`config.mk`:
```
export PLATFORM = sky130hd
export DESIGN_NAME = pc_fetch_ctrl
export DESIGN_NICKNAME = d
export VERILOG_FILES = /design/src/rtl/pc_fetch_ctrl.sv
export SDC_FILE = /design/constraint.sdc
export NUM_CORES = 1
export LEC_CHECK = 0
export CORE_MARGIN = 8
export CORE_UTILIZATION = 48
export CTS_CLUSTER_DIAMETER = 150
export CTS_CLUSTER_SIZE = 8
export DETAILED_ROUTE_END_ITERATION = 8
export PLACE_DENSITY = 0.82
export REMOVE_ABC_BUFFERS = 1
export SYNTH_ARGS = -nofsm -noshare
export SYNTH_HDL_FRONTEND = slang
export SYNTH_SLANG_ARGS = --single-unit
```
`constraint.sdc`:
```
create_clock -name clk -period 4.7 [get_ports clk]
set_clock_uncertainty 0.1 [all_clocks]
set_input_delay 1.175 -clock clk [delete_from_list [all_inputs] [get_ports clk]]
set_output_delay 1.175 -clock clk [all_outputs]
set_load 0.01 [all_outputs]
```
`src/rtl/pc_fetch_ctrl.sv`:
```
// Program-counter fetch sequencer: fetches an instruction over a req/ack
// handshake, issues it to decode, waits for execute, then pulses the PC load
// enable with the branch/increment select. Counts retired instructions and
// latches a sticky fault if instruction memory stops answering.
module pc_fetch_ctrl #(
  parameter int unsigned WIDTH   = 32,
  parameter int unsigned TIMEOUT = 15,
  parameter int unsigned CNT_W   = 16
) (
  input  logic             clk,
  input  logic             rst,
  output logic             imem_req,
  input  logic             imem_ack,
  input  logic [WIDTH-1:0] imem_rdata,
  output logic [WIDTH-1:0] instr,
  output logic             instr_valid,
  input  logic             exec_done,
  input  logic             branch_taken,
  input  logic             stall,
  output logic             pc_en,
  output logic             pc_src,
  output logic [CNT_W-1:0] retired,
  output logic             fault
);

  localparam int unsigned WAIT_W = $clog2(TIMEOUT + 1);
  localparam logic [WAIT_W-1:0] WAIT_LAST = WAIT_W'(TIMEOUT - 1);
  localparam logic [WAIT_W-1:0] WAIT_MAX  = WAIT_W'(TIMEOUT);

  typedef enum logic [2:0] {
    S_IDLE,
    S_FETCH,
    S_ISSUE,
    S_EXEC,
    S_UPDATE,
    S_FAULT
  } state_t;

  state_t            state;
  logic              br_q;
  logic [WAIT_W-1:0] wait_cnt;

  // Sequencer state, fetched instruction, branch select, wait and retire counters
  always_ff @(posedge clk or negedge rst) begin
    if (!rst) begin
      state    <= S_IDLE;
      instr    <= '0;
      br_q     <= 1'b0;
      wait_cnt <= '0;
      retired  <= '0;
    end else begin
      case (state)
        S_IDLE: begin
          if (!stall) begin
            state    <= S_FETCH;
            wait_cnt <= '0;
          end
        end
        S_FETCH: begin
          // An ack on the last permitted cycle takes priority over the timeout.
          if (imem_ack) begin
            instr <= imem_rdata;
            state <= S_ISSUE;
          end else begin
            if (wait_cnt != WAIT_MAX) begin
              wait_cnt <= wait_cnt + WAIT_W'(1);
            end
            if (wait_cnt >= WAIT_LAST) begin
              state <= S_FAULT;
            end
          end
        end
        S_ISSUE: begin
          state <= S_EXEC;
        end
        S_EXEC: begin
          if (exec_done) begin
            br_q  <= branch_taken;
            state <= S_UPDATE;
          end
        end
        S_UPDATE: begin
          if (!stall) begin
            retired  <= retired + CNT_W'(1);
            wait_cnt <= '0;
            state    <= S_FETCH;
          end
        end
        S_FAULT: begin
          state <= S_FAULT;
        end
        default: begin
          state <= S_IDLE;
        end
      endcase
    end
  end

  // Output decode from the state register; pc_en also follows stall directly
  always_comb begin
    imem_req    = (state == S_FETCH);
    instr_valid = (state == S_ISSUE);
    pc_en       = (state == S_UPDATE) && !stall;
    pc_src      = (state == S_UPDATE) ? br_q : 1'b0;
    fault       = (state == S_FAULT);
  end

endmodule

```
## Yosys cells after proc, flatten, opt, wreduce, memory -nomap -nowiden

Index checks and enable logic that the tools add are counted.

- Bits in registers: 56
- Bits in latches: 0
- Memory bits (writable): 0
- Memory bits (read-only): 0
- Memories: 0

- Add/sub/neg operators: 2
- Multipliers: 0
- Div/mod/pow operators: 0
- Order comparisons: 1
- Eq/ne operators: 11
- Shift-type cells: 0
- Mux-type cells: 10
- Bitwise gates (word level): 1
- Reduce and logical (&&, ||, !) cells: 10

Operator list:

| cell | number |
|---|---|
| 16-bit by 1-bit adder with 16-bit output (second input constant) | 1 |
| 3-bit case mux with 5 select lines | 1 |
| 3-bit 2-to-1 mux | 4 |
| 4-bit 2-to-1 mux | 3 |
| 4-bit case mux with 2 select lines | 1 |
| 3-bit by 2-bit == test with 1-bit output (second input constant) | 2 |
| 3-bit == test (second input constant) | 2 |
| 2-bit inequality test (second input constant) | 3 |
| 2-bit AND reduction | 3 |
| 4-bit by 1-bit adder with 4-bit output (second input constant) | 1 |
| 4-bit greater-or-equal comparator (second input constant) | 1 |
| 4-bit inequality test (second input constant) | 1 |
| 4-bit AND reduction | 1 |
| 3-bit by 1-bit == test with 1-bit output (second input constant) | 1 |
| 3-bit logical NOT | 1 |
| 3-bit by 1-bit inequality test with 1-bit output (second input constant) | 1 |
| 3-bit AND reduction | 1 |
| 2-bit by 1-bit inequality test with 1-bit output (second input constant) | 1 |
| 2-bit nonzero test | 1 |
| 2-bit OR reduction | 1 |
| 1-bit logical AND | 1 |
| 1-bit logical NOT | 1 |
| 1-bit 2-to-1 mux | 1 |
| 1-bit NOT | 1 |

## Longest topological paths before layout

- Depth after elaboration: 4
- Mapped depth: 6

## Worst setup path before layout

OpenSTA, ideal clock, no wires.

- Path type: input to output
- Start: input stall
- End: output pc_en
- Arrival time: 1.562 ns
- Slack: 1.863 ns
- Stages on the path: 3
- Buffers on the path: 1
- Path through: inv_1 -> and3_2 -> clkbuf_2

- Longest elaborated chain between the ends: 2

RTL lines:

| element | RTL line | source |
|---|---|---|
| start, declared | 19 | `input logic stall,` |
| 1-bit logical NOT | 103 | `pc_en = (state == S_UPDATE) && !stall;` |
| 1-bit logical AND | 103 |  |
| end, declared | 20 | `output logic pc_en,` |

Every way passes these cells.

## Worst setup path in the final report

Ends and elaborated chain as after synthesis.

==> key figures <==
GRT
  – First-pass GRT wire length: 8.976 mm
  – GR Overflow Total: 0
  – Largest net degree at the start of global routing: 33
  – GRT Util Overall: 14.71%
  – Initial antenna violation count: 0
  – Vias in the first global route: 1820

Cells and area
  – Fin util: 70.02%
  – Number of diodes: 0
  – P&R area growth vs syn: 42.09%
  – Layout cells sized above 1: 21.00%
  – Fin nets: 321

Worst setup path
  – Startpoint class of the critical path: input pin
  – Cells along the critical path: clkdlybuf4s50_1 > inv_1 > and3_2 > clkdlybuf4s50_1
  – Reg2reg start: state[1]
  – Start point of the critical path: stall
  – Reg2Reg Depth: 4
  – Worst-path fanout max: 4
  – CP Class: input pin to primary output
  – Critical Path Slowest Stage Cell: clkdlybuf4s50_1
  – Setup crit end kind: primary output
  – CP max stage delay: 0.56 ns
  – CP dominant cell by count: clkdlybuf4s50_1
  – Crit path required time: 3.42 ns
  – CP arrival: 2.58 ns

Clock tree
  – Sink Count: 56
  – CTS Buf Count: 5
  – Clock Latency Late Sink: 0.30 ns
  – CTS tree: done
  – H-tree levels: 2
  – Clock Path Buffers: 2
  – Post-CTS sizing: 0
  – CTS root buffer: clkbuf_8
  – Hold-fix buffers at CTS: 0
  – Worst-path clk slew: 0.10 ns
  – # Post-CTS Setup Buffers: 0

Floorplan
  – Row count: 26
  – Initial core utilization: 49.28%
  – Die X: 87.95 um
  – DIE AREA: 0.007735 mm^2
  – Ports: 91
  – Core Region: 0.005042 mm^2
  – Die Ht: 87.95 um

Timing
  – Final worst path period share: 81.95%
  – Fin. max-slew vios: 0
  – Least-Margin Pin Slew: 0.6637 ns
  – Min Clock Period, post-route: 3.851 ns
  – F_max: 259.6 MHz
  – RSZ-0062 raised after global routing: false
  – Final Hold Fails: 0
  – Worst rel slew slack: 55.75%
  – Setup Viol. Count Final: 0
  – TNS Setup: 0 ns
  – Worst Slack Setup Final: 0.8485 ns

Route
  – DRT Wirelength: 5.452 mm
  – ANT nets after route: 0
  – Via count: 1766
  – Drt pass-1 iters: 6
  – DR iter-0 viols: 67
  – Via density: 5.031
  – WL/cell: 15.53 um
  – # DRC: 0

Synthesis
  – Syn avg cell area: 13.22 um^2
  – Yosys reg bits: 56
  – Post-Syn Area: 0.002485 mm^2
  – Seq/Total Area, Yosys: 56.39%
  – Yosys warning count: 0
  – Area leader, netlist: dfrtp_1
  – Area contributors post-synth: dfrtp_1, mux2_2, xnor2_1
  – Distinct cell type count after synthesis: 41
  – Syn Inst Count: 188
  – Post-synth top area share: 56.39%

Place
  – Final RePlAce weighted congestion: 0.7748
  – IO Port Bufs: 90
  – DP Worst Slack: 0.8526 ns
  – HPWL after DPL: 4.169 mm

Worst hold path
  – Hold_sp: retired[15]
  – Hold depth: 1
  – Hold/Removal Path Class: register to register

Outcome
  – Status: complete, no violations

Power and ir drop
  – P_leak: 1.510 nW
  – Peak supply drop: 0.2648 mV
  – Power per cell area: 551.5 mW/mm^2

Flow run
  – Max-Cap Viols: 0
## layout make-up
type	count	area, um^2
clock buffer	5	68.82
tap	70	87.58
timing repair buffer	92	910.9
fill	349	1511
clock inverter	3	42.54
sequential	56	1401
multi-input combinational	118	993.5
inverter	7	26.28
## cell families (layout without fill, tap and decap cells)
| logic type | Yosys count | in the layout | share of synthesized area, % |
|---|---|---|---|
| fa+ha+maj | 3 | 3 | 1.511 |
| simple gates | 49 | 49 | 13.19 |
| xor+xnor | 15 | 15 | 5.287 |
| buf+inv | 14 | 107 | 3.625 |
| flops | 56 | 56 | 56.39 |
| compound gates | 16 | 16 | 4.180 |
| mux | 35 | 35 | 15.81 |
## final timing paths
check	endpoint	slack, ns
setup / recovery	pc_en	0.85
hold / removal	retired[15]	0.37
setup reg to reg	instr[13]	2.73
hold reg to reg	retired[15]	0.37
max in group asynchronous	instr[31]	2.90
min in group asynchronous	instr[28]	0.79
## through the flow
stage	total power (W)	instance area, um^2	hold slack (ns)	cells
floorplan	0.001194	2421	0.3709	181
global placement	0.001638	3420	0.3578	343
detailed placement	0.001662	3420	0.3570	343
CTS	0.001975	3531	0.3745	351
global route	0.002078	3531	0.3818	351
finish	0.001947	3531	0.3693	351
## per-layer routing
layer,GRT usage [%],wire (um)
met2,22.44,2399
met5,0,0
met1,19.13,2480
met4,4.375,72
met3,5.066,499
## placed cells by master, fill, tap and decap left out, types with 2 or more instances in the layout
| cell type | synthesis | final |
|---|---|---|
| a31oi_1 | 3 | 3 |
| buf_4 | 3 | 2 |
| nor3_1 | 3 | 3 |
| nand2_1 | 9 | 9 |
| xnor2_1 | 8 | 8 |
| nor3_2 | 2 | 2 |
| inv_1 | 7 | 7 |
| dfrtp_1 | 56 | 56 |
| mux2_2 | 34 | 34 |
| nor2_1 | 11 | 11 |
| o21ai_0 | 5 | 5 |
| clkdlybuf4s50_1 | 0 | 89 |
| xor2_1 | 7 | 7 |
| and3_2 | 2 | 2 |
| ha_1 | 3 | 3 |
| clkbuf_8 | 1 | 5 |
| a21oi_1 | 2 | 2 |
| nand3_1 | 7 | 7 |
## state kept, by name, indices dropped and copies added, names as in the netlist
signal	count
br_q	1
instr	32
wait_cnt	4
retired	16
state	3
## synth_stat cells (all sizes together)
library cell,instances
a22oi,1
o221ai,1
a21oi,2
nand4,3
and4b,1
nor3,6
mux2,34
clkbuf,2
xnor2,8
and4bb,1
nor2,11
o211ai,1
nand2,9
inv,7
mux2i,1
a211o,1
and4,1
nand2b,2
a31oi,3
o311ai,1
xor2,7
and2,1
nand4b,1
o21ai,5
and3,3
nor3b,1
nand3,7
ha,3
and3b,1
a2bb2oi,1
buf,5
or2,1
dfrtp,56
## worst max-delay path: cells and delay by family
kind,cells,cell delay (ns)
buf+inv,3,1.16
simple gates,1,0.24
## report_power, final
part	internal (W)	leakage (nW)	switching, W
combinational	0.000523	0.766	0.000326
clock	0.000158	0.0541	0.000150
sequential	0.000662	0.690	0.000128
total	0.00134	1.51	0.000604
Note: power is estimated with default switching activity, not from simulation.
